$ cat src/rtl/apb_req_arbiter.sv
// Shares one APB_Master internal interface between NUM_REQ requesters: arbitrates, sequences, routes completion.
// Define APB_ARB_FIXED_PRIO_EN for fixed priority (lowest index wins); round-robin otherwise.
module apb_req_arbiter #(
  parameter int NUM_REQ = 4,
  parameter int ADDR_W  = 32,
  parameter int DATA_W  = 32
) (
  input  logic                      PCLK,
  input  logic                      PRESET,
  input  logic [NUM_REQ-1:0]        req,
  input  logic [NUM_REQ-1:0]        req_write,
  input  logic [NUM_REQ*ADDR_W-1:0] req_addr,
  input  logic [NUM_REQ*DATA_W-1:0] req_wdata,
  output logic [NUM_REQ-1:0]        req_ready,
  output logic [DATA_W-1:0]         req_rdata,
  output logic [NUM_REQ-1:0]        grant,
  output logic                      busy,
  output logic                      transfer,
  output logic                      write,
  output logic [ADDR_W-1:0]         addr,
  output logic [DATA_W-1:0]         wdata,
  input  logic                      ready,
  input  logic [DATA_W-1:0]         rdata,
  output logic [1:0]                state_dbg
);

  // Handshakes: a requester raises req with its payload and holds it until the
  // single-cycle req_ready pulse; toward the master, transfer is a one-cycle start
  // pulse and ready (seen in XFER or WAIT) marks completion with rdata valid.

  localparam int IDX_W = (NUM_REQ > 1) ? $clog2(NUM_REQ) : 1;

  typedef enum logic [1:0] {
    S_IDLE = 2'd0,
    S_XFER = 2'd1,
    S_WAIT = 2'd2
  } state_t;

  state_t           state;
  logic             found;
  logic [IDX_W-1:0] win;
  logic [IDX_W-1:0] cand;
  logic             active;

`ifndef APB_ARB_FIXED_PRIO_EN
  logic [IDX_W-1:0] rr_ptr;
  logic [IDX_W-1:0] win_idx;
  logic [IDX_W:0]   sum;
`endif

  // First requesting index scanning from the search start, wrapping at NUM_REQ.
  always_comb begin
    found = 1'b0;
    win   = '0;
    cand  = '0;
`ifndef APB_ARB_FIXED_PRIO_EN
    sum   = '0;
`endif
    for (int i = 0; i < NUM_REQ; i++) begin
`ifdef APB_ARB_FIXED_PRIO_EN
      cand = IDX_W'(i);
`else
      sum = {1'b0, rr_ptr} + (IDX_W+1)'(i);
      if (sum >= (IDX_W+1)'(NUM_REQ)) begin
        sum = sum - (IDX_W+1)'(NUM_REQ);
      end
      cand = sum[IDX_W-1:0];
`endif
      if (!found && req[cand]) begin
        found = 1'b1;
        win   = cand;
      end
    end
  end

  assign active    = (state == S_XFER) || (state == S_WAIT);
  assign busy      = (state != S_IDLE);
  assign req_ready = (active && ready) ? grant : '0;
  assign req_rdata = (active && ready) ? rdata : '0;
  assign state_dbg = state;

  always_ff @(posedge PCLK or posedge PRESET) begin
    if (PRESET) begin
      state    <= S_IDLE;
      grant    <= '0;
      transfer <= 1'b0;
      write    <= 1'b0;
      addr     <= '0;
      wdata    <= '0;
`ifndef APB_ARB_FIXED_PRIO_EN
      rr_ptr   <= '0;
      win_idx  <= '0;
`endif
    end else begin
      case (state)
        S_IDLE: begin
          if (found) begin
            state    <= S_XFER;
            grant    <= NUM_REQ'(1) << win;
            write    <= req_write[win];
            addr     <= req_addr[int'(win)*ADDR_W +: ADDR_W];
            wdata    <= req_wdata[int'(win)*DATA_W +: DATA_W];
            transfer <= 1'b1;
`ifndef APB_ARB_FIXED_PRIO_EN
            win_idx  <= win;
`endif
          end
        end
        S_XFER, S_WAIT: begin
          transfer <= 1'b0;
          if (ready) begin
            state <= S_IDLE;
            grant <= '0;
`ifndef APB_ARB_FIXED_PRIO_EN
            rr_ptr <= (win_idx == IDX_W'(NUM_REQ-1)) ? '0 : win_idx + 1'b1;
`endif
          end else begin
            state <= S_WAIT;
          end
        end
        default: begin
          state    <= S_IDLE;
          grant    <= '0;
          transfer <= 1'b0;
        end
      endcase
    end
  end

endmodule

$ cat config.mk
export PLATFORM = sky130hd
export DESIGN_NAME = apb_req_arbiter
export DESIGN_NICKNAME = d
export VERILOG_FILES = /design/src/rtl/apb_req_arbiter.sv
export SDC_FILE = /design/constraint.sdc
export NUM_CORES = 1
export LEC_CHECK = 0
export BUFFER_PORTS_ARGS = -buffer_cell sky130_fd_sc_hd__buf_4
export CORE_AREA = 2 2 160 162
export DETAILED_ROUTE_END_ITERATION = 12
export DIE_AREA = 0 0 162 164
export GPL_TIMING_DRIVEN = 0
export MAX_ROUTING_LAYER = met4
export PLACE_DENSITY = 0.45
export SKIP_CTS_REPAIR_TIMING = 1
export SYNTH_ARGS = -nofsm -noshare
export SYNTH_HDL_FRONTEND = slang
export SYNTH_SLANG_ARGS = --single-unit
$ cat constraint.sdc
create_clock -name PCLK -period 5 [get_ports PCLK]
set_clock_uncertainty 0.1 [all_clocks]
set_input_delay 1.5 -clock PCLK [delete_from_list [all_inputs] [get_ports PCLK]]
set_output_delay 1.5 -clock PCLK [all_outputs]
set_load 0.02 [all_outputs]
==> results of run 1 <==
[metrics by stage]
step / setup slack, ns / hold slack (ns) / utilization, %
2_1_floorplan: 1.434 / 0.3532 / -
3_3_place_gp: 0.1402 / 0.3747 / 31.17
3_5_place_dp: 1.078 / 0.3888 / 31.29
4_1_cts: 1.070 / 0.4027 / 32.52
5_1_grt: 0.9812 / 0.4251 / 32.52
6_report: 1.021 / 0.3985 / 32.52
[cells by family after synthesis]
logic type	count (synthesis)	share of synthesized area (%)
AO/OA/AOI/OAI	220	34.09
adder cells (fa/ha/maj)	3	0.8735
buffers and inverters	64	7.423
flip-flops	75	43.67
multiplexers	2	0.4949
AND/OR/NAND/NOR	123	13.45
[per-layer routing]
layer | global-route usage, % | wire length (µm) | up-vias | share of wire [%]
li1 | - | - | 2717 | -
met1 | 22.15 | 10140 | 2712 | 43
met2 | 29.05 | 11780 | 239 | 49
met3 | 4.369 | 1661 | 14 | 7.0
met4 | 3.017 | 248 | 0 | 1.0
met5 | - | 0 | - | 0
[power by group through the flow]
| stage | Sequential, µW | Combinational, µW | Clock [µW] |
|---|---|---|---|
| 2_1_floorplan | 1450 | 1280 | 0 |
| 3_3_place_gp | 1110 | 2930 | 0 |
| 3_5_place_dp | 1120 | 2940 | 0 |
| 4_1_cts | 1110 | 2940 | 705 |
| 5_1_grt | 1150 | 3170 | 730 |
| 6_report | 1110 | 2890 | 677 |
[layout by cell type (no fill, tap or decap), drive strengths merged, types with 4 or more instances in the layout]
| cell type | n |
|---|---|
| a21oi | 135 |
| a222oi | 65 |
| and3 | 33 |
| buf | 439 |
| clkbuf | 30 |
| clkinvlp | 4 |
| dfrtp | 75 |
| inv | 8 |
| nand2 | 8 |
| nor2 | 73 |
| o21ai | 10 |
[area by class of cell]
class	count	area, µm²	share of cell area, %
timing repair buffer	404	3053	37.83
multi-input combinational	348	2102	26.05
sequential	75	1877	23.26
tap	330	412.9	5.116
buffer	55	285.3	3.535
clock buffer	10	239.0	2.961
clock inverter	6	65.06	0.8062
inverter	9	36.28	0.4496
[path summary, 6_finish.rpt]
kind | to | startpoint | slack [ns]
hold reg to reg | rr_ptr[0] | win_idx[0] | 0.40
setup reg to reg | addr[9] | transfer | 2.50
min in group asynchronous | addr[8] | PRESET | 1.07
max in group asynchronous | wdata[13] | PRESET | 3.12
setup / recovery | req_rdata[24] | ready | 1.02
hold / removal | rr_ptr[0] | win_idx[0] | 0.40
[sequential cells by signal (all words and copies together) (netlist names)]
name / flops
addr: 32
grant: 4
rr_ptr: 2
state_dbg: 1
transfer: 1
wdata: 32
win_idx: 2
write: 1
==> key figures, run 1 <==
Worst setup path
  – Buf+Inv Stages, Crit Path: 3
  – CP most frequent cell: buf_4
  – Slowest CP cell: and3_1
  – CP endpoint kind: primary output
  – CP top delay family: buffers and inverters
  – Critical Path, Cell by Cell: buf_4, clkbuf_1, and3_1, buf_4
  – Reg2Reg Depth: 8
  – CP max FO: 10
  – Worst stage delay on the critical path: around 0.3 ns
  – Crit path depth: 4
  – CP Class: input pin to primary output
  – Req. time, crit path: around 3.4 ns
  – Critical Path AT: ~2.4 ns
  – CP Launch Type: input pin

Route
  – Drt pass-1 iters: 9
  – Vias: between 5000 and 6000
  – Initial DRC count: 527
  – Drt wl/cell: about 19 µm
  – Via density per instance: between 4 and 5
  – DRT Wirelength: between 20 and 25 mm
  – DRC viols: 0
  – Final ANT Viol Nets: 0

Placement
  – I/O Buffers: between 400 and 500
  – Placed cell area: 0.007766 mm²
  – Hpwl dp: between 15 and 20 mm
  – Cells after DPL: 1221
  – Placer Congestion: ~0.82

Job
  – # Max-Cap Violations: 0

Final layout
  – Layout cells sized above 1: 50.72%
  – Area growth syn-to-layout: 87.77%
  – Fillcell total: 2723
  – Number of diodes: 0
  – Final #Nets: ~1200
  – Post-Layout Cell Count: roughly 1200
  – Non-Filler Cell Area, Final: 0.008070 mm²

Timing
  – Minimum clock period: roughly 4.0 ns
  – Worst-Margin Slew: just over 0.7 ns
  – Final Max Tran Viols: 0
  – Period utilization: 79.59%
  – Final setup vio count: 0
  – Setup TNS: 0 ns
  – Fmax: about 250 MHz
  – Max-Slew Margin vs Limit: between 50% and 60%
  – Unrepaired setup endpoints after global routing: no
  – Final Hold Viols: 0

Clocking
  – Clock root buffer: clkbuf_16
  – H-tree depth: 3
  – CTS tree: done
  – Total CTS buffers: 9
  – Bufs on Longest Clock Path: 2
  – Num Clock Sinks: 75
  – Clock transition at the registers of the reported paths: approximately 0.06 ns
  – Worst-skew pair later-pin latency: 0.34 ns

Yosys
  – Seq cells post-synth: 75
  – Mapped Cells: about 490
  – Ys async rst share: 100.0%
  – Seq/Total Area, Yosys: between 40% and 50%
  – Dominant cell type by area after synthesis: dfrtp_1
  – Distinct cell type count after synthesis: 32
  – Top-area cell type share of the netlist area: roughly 44%
  – Synth warnings: 0
  – Most area-consuming cells after synthesis: dfrtp_1, a21oi_1, a222oi_1
  – EDFF count, synth: 0
  – Ys flop type: dfrtp_1
  – Syn Area/Cell: roughly 8.8 µm²
  – Mapped cell area: 0.004298 mm²
  – Most common cell in the synthesized netlist: a21oi_1
  – Post-synthesis net count: roughly 800
  – Synth cell count leaders: a21oi_1, dfrtp_1, nor2_1

Global route
  – Largest net degree at the start of global routing: 44
  – Global-route wire length before repair: approximately 35 mm
  – Total GRT Usage: 17.59%
  – Initial antenna violation count: 0
  – Vias in the first global route: about 5800
  – Grt ovf: 0

Power and ir drop
  – Combinational fraction of design power: 61.9%
  – Lkg Pwr: approximately 0.0040 µW
  – Power Density: slightly below 600 mW/mm²
  – Sw Share: 46.55%
  – Final Power: about 4700 µW
  – Cell internal pwr: 2499 µW
  – VDD IR max: 0.1551 mV
  – Switching power: 2177 µW
  – Seq pwr share: a little under a quarter
  – Clock share of power: about 14%

Floorplan
  – Boundary Pins: about 410
  – Die H: ~160 µm
  – Rows: 58
  – Initial Util: 17.32%
  – Die Area: 0.02657 mm²
  – Std-Cell Core Area: 0.02482 mm²
  – Chip Width: ~160 µm

Hold path
  – Hold depth: 1
  – Worst Hold Class: flop to flop

Status
  – Run status: completed
(Power assumes the default switching activity.)
==> run 2, diff against run 1 <==
Settings changed: CORE_AREA 2 2 160 162 to 2 2 157 159, DIE_AREA 0 0 162 164 to 0 0 159 161, PLACE_DENSITY 0.45 to 0.46.
Clock period 5 ns to 3.88 ns, I/O delays scaled along.
==> key figures, run 2 (synthesis results as in run 1) <==
Final layout
  – Area growth syn-to-layout: 87.71%
  – Number of diodes: 0
  – Layout cells sized above 1: between 50% and 60%
  – Commonest non-fill, non-tap cell in the layout: buf_4
  – Regs by FF count: addr x32, wdata x32, grant x4
  – Fillcell total: about 2600
  – Final #Nets: approximately 1200
  – Most frequent cells in the layout: buf_4, a21oi_1, dfrtp_1, nor2_1, a222oi_1

Job
  – # Max-Cap Violations: 0

Power and ir drop
  – Clock share of power: between 10% and 20%
  – Lkg Pwr: 0.003964 µW
  – Cell internal pwr: between 3000 and 4000 µW
  – Final Power: ~6100 µW
  – Sw Share: a little under half
  – Combinational fraction of design power: between 60% and 70%
  – Power Density: between 700 and 800 mW/mm²
  – VDD IR max: 0.2259 mV
  – Seq pwr share: a little under a quarter
  – Switching power: roughly 2800 µW

Global route
  – Largest net degree at the start of global routing: between 40 and 50
  – Met3 usage: 3.467%
  – Global-route wire length before repair: 35.36 mm
  – M2 GR Usage: around 30%
  – Met1 Track Usage GR: about 23%
  – Grt ovf: 0
  – Initial antenna violation count: 0
  – Total GRT Usage: between 10% and 20%
  – Vias in the first global route: just under 6000
  – Grt peak-use layer: met2

Clocking
  – Total CTS buffers: 9
  – Clock transition at the registers of the reported paths: roughly 0.06 ns
  – Worst-skew pair later-pin latency: 0.34 ns
  – Num Clock Sinks: between 70 and 80
  – CTS tree: done
  – Bufs on Longest Clock Path: 2
  – H-tree depth: 3
  – Clock root buffer: clkbuf_16

Placement
  – Hpwl dp: roughly 19 mm
  – Placer Congestion: just over 0.8
  – I/O Buffers: 403

Timing
  – Setup TNS: 0 ns
  – Unrepaired setup endpoints after global routing: no
  – Worst-Margin Slew: between 0.8 and 0.9 ns
  – Final Hold Viols: 0
  – Period utilization: between 80% and 90%
  – Fmax: between 200 and 300 MHz
  – Final setup vio count: 0
  – Final Max Tran Viols: 0
  – Minimum clock period: approximately 3.4 ns
  – Max-Slew Margin vs Limit: approximately 44%

Floorplan
  – Chip Width: ~160 µm
  – Boundary Pins: 408
  – Std-Cell Core Area: about 0.024 mm²
  – Die H: roughly 160 µm
  – Rows: 57
  – Initial Util: roughly 18%
  – Die Area: 0.02560 mm²

Worst setup path
  – CP Class: flop to primary output
  – CP Launch Type: flop
  – CP max FO: 10
  – CP endpoint kind: primary output
  – Critical Path AT: between 2 and 2.5 ns
  – Req. time, crit path: ~2.6 ns

Route
  – Initial DRC count: slightly above 600
  – Vias: slightly below 6000
  – Drt wl/cell: just under 20 µm
  – Final ANT Viol Nets: 0
  – DRC viols: 0
  – Drt pass-1 iters: 6
  – DRT Wirelength: 23.84 mm
  – Via density per instance: roughly 4.7

Status
  – Run status: completed

Hold path
  – Worst Hold Class: flop to flop
## run 2: path summary, 6_finish.rpt
| check | slack (ns) | start | depth (start not counted) | to |
|---|---|---|---|---|
| worst max register to register | 1.30 | rr_ptr[1] | 7 | addr[0] |
| worst min-delay path | 0.39 | win_idx[0] | 1 | rr_ptr[0] |
| worst min register to register | 0.39 | win_idx[0] | 1 | rr_ptr[0] |
| worst max-delay path | 0.47 | transfer | 5 | req_rdata[27] |
| min in group asynchronous | 0.77 | PRESET | 2 | addr[10] |
| max in group asynchronous | 2.29 | PRESET | 3 | write |
## run 2: through the flow
stage	utilization (%)	cells	instance area, µm²	worst slack [ns]	hold WS [ns]
finish	33.67	1230	8068	0.4710	0.3880
floorplan	-	487	4298	0.7060	0.3532
global route	33.67	1230	8068	0.3544	0.4251
detailed placement	32.38	1215	7759	0.4979	0.3873
CTS	33.67	1230	8068	0.4731	0.3900
global placement	32.25	1214	7729	-0.5740	0.3771
## run 2: cell type report
type / instances / area (µm²) / share of cell area [%]
well taps: 324 / 405.4 / 5.025
multi-input cells: 348 / 2102 / 26.05
plain buffers: 55 / 285.3 / 3.536
clock inverters: 4 / 76.32 / 0.9460
clock buffers: 11 / 232.7 / 2.885
flip-flops and latches: 75 / 1877 / 23.26
inverters: 9 / 36.28 / 0.4498
repair buffers: 404 / 3053 / 37.84
## run 2: critical path, stage by stage (launching register included)
cell,delay [ns]
dfrtp_1,0.42
inv_1,0.08
ha_1,0.44
clkbuf_1,0.41
and3_1,0.29
buf_4,0.16
## run 2: per-layer routing
metal  up-vias  wire (µm)
li1       2711          -
met2       247      11910
met4         0        386
met1      2823      10050
met3        25       1497
met5         -          0
## run 2: power by group through the flow
stage | Combinational (µW) | Sequential (µW) | Clock, µW
finish | 3740 | 1420 | 908
detailed placement | 3800 | 1430 | 0
global route | 4080 | 1470 | 969
global placement | 3800 | 1420 | 0
floorplan | 1650 | 1870 | 0
CTS | 3800 | 1420 | 943
==> run 3, diff against run 2 <==
Settings changed: CELL_PAD_IN_SITES_DETAIL_PLACEMENT from default to 0, CELL_PAD_IN_SITES_GLOBAL_PLACEMENT from default to 1, CORE_AREA 2 2 157 159 to 2 2 159 161, DIE_AREA 0 0 159 161 to 0 0 161 163, PLACE_DENSITY 0.46 to 0.63.
==> key figures, run 3 (synthesis results as in run 1) <==
Status
  – Run status: completed

Clocking
  – Num Clock Sinks: 75
  – Worst-skew pair later-pin latency: 0.33 ns
  – H-tree depth: 3
  – Clock transition at the registers of the reported paths: ~0.06 ns
  – CTS tree: done
  – Bufs on Longest Clock Path: 2
  – Total CTS buffers: 9
  – Clock root buffer: clkbuf_16

Route
  – Drt wl/cell: 18.49 µm
  – Vias: approximately 5700
  – Initial DRC count: ~520
  – Via density per instance: 4.596
  – DRC viols: 0
  – Drt pass-1 iters: 8
  – Final ANT Viol Nets: 0
  – DRT Wirelength: between 20 and 25 mm

Floorplan
  – Die H: around 160 µm
  – Chip Width: 161 µm
  – Boundary Pins: 408
  – Die Area: 0.02624 mm²
  – Rows: 58
  – Initial Util: 17.42%
  – Std-Cell Core Area: 0.02467 mm²

Timing
  – Period utilization: 85.35%
  – Final setup vio count: 0
  – Setup TNS: 0 ns
  – Final Max Tran Viols: 0
  – Max-Slew Margin vs Limit: roughly 53%
  – Final Hold Viols: 0
  – Final worst slack: ~0.57 ns
  – Minimum clock period: about 3.3 ns
  – Worst-Margin Slew: slightly above 0.7 ns
  – Unrepaired setup endpoints after global routing: no
  – Fmax: just over 300 MHz

Global route
  – Vias in the first global route: between 5000 and 6000
  – Total GRT Usage: about 17%
  – Grt ovf: 0
  – Largest net degree at the start of global routing: 47
  – Global-route wire length before repair: 32.98 mm
  – Initial antenna violation count: 0

Worst setup path
  – CP Class: input pin to primary output
  – CP endpoint kind: primary output
  – Critical Path AT: 2.05 ns
  – Req. time, crit path: 2.62 ns
  – CP Launch Type: input pin
  – CP max FO: 10

Placement
  – Placer Congestion: just over 0.8
  – I/O Buffers: 403
  – Cells after DPL: about 1200
  – Hpwl dp: 18.15 mm
  – Pre-CTS setup slack: ~0.57 ns

Final layout
  – Commonest non-fill, non-tap cell in the layout: buf_4
  – Post-Layout Cell Count: 1237
  – FF+latch area: about 0.0019 mm²
  – Post-Route Utilization: roughly a third
  – Number of diodes: 0
  – Regs by FF count: addr x32, wdata x32, grant x4
  – Multi-input logic area: 0.002102 mm²
  – Fillcell total: 2653
  – Most frequent cells in the layout: buf_4, a21oi_1, dfrtp_1, nor2_1, a222oi_1
  – Layout cells sized above 1: 50.61%
  – Area growth syn-to-layout: 87.77%
  – Final #Nets: around 1200

Power and ir drop
  – Power Density: around 740 mW/mm²
  – Lkg Pwr: between 0.003 and 0.004 µW
  – VDD IR max: between 0.2 and 0.25 mV

Job
  – # Max-Cap Violations: 0

Hold path
  – Worst Hold Class: flop to flop
## run 3: cell count changes in the layout (fill, tap and decap cells not counted), sizes merged
cell      delta
clkinvlp     +2
inv          +1
clkinv       -1
bufinv       -1
## run 3: layout make-up
| class | instances | area share [%] |
|---|---|---|
| Clock inverter | 5 | 0.7597 |
| Timing Repair Buffer | 404 | 37.83 |
| Tap cell | 330 | 5.116 |
| Sequential cell | 75 | 23.26 |
| Multi-Input combinational cell | 348 | 26.05 |
| Inverter | 9 | 0.4496 |
| Clock buffer | 11 | 3.008 |
| Buffer | 55 | 3.535 |
## run 3: layer usage
layer  global-route usage [%]  up-vias  wire length [µm]  share of wire (%)
met5                        -        -                 0                  0
met4                    2.963        0               211               0.92
met3                    3.616       12              1339                5.9
met2                    27.94      232             11430                 50
met1                    21.35     2729              9881                 43
li1                         -     2712                 -                  -
## run 3: worst max-delay path, stage by stage
cell and delay, ns:
buf_4 0.12, clkbuf_1 0.34, and3_1 0.27, buf_4 0.15
## run 3: metrics by stage
step                      hold WS (ns)  instance area, µm²  total power [µW]
after floorplan                 0.3532                4298              3521
after global placement          0.3735                7736              5174
after detailed placement        0.3952                7766              5197
after CTS                       0.3993                8070              6098
after global routing            0.4299                8070              6464
final                           0.3991                8070              5998
## run 3: path summary, 6_finish.rpt
path	from	to	slack, ns	cells after the start
min	win_idx[0]	rr_ptr[0]	0.40	1
max reg2reg	transfer	wdata[4]	1.34	8
max in group asynchronous	PRESET	wdata[31]	2.35	3
max	ready	req_rdata[26]	0.57	4
min in group asynchronous	PRESET	addr[12]	0.73	2
min reg2reg	win_idx[0]	rr_ptr[0]	0.40	1
## run 3: report_power, final
part	switching, µW	internal (µW)	total [µW]	leakage, µW
combinational	2200	1510	3710	0.00295
sequential	223	1190	1420	0.000866
clock	351	519	869	0.000138
total	2770	3220	6000	0.00396
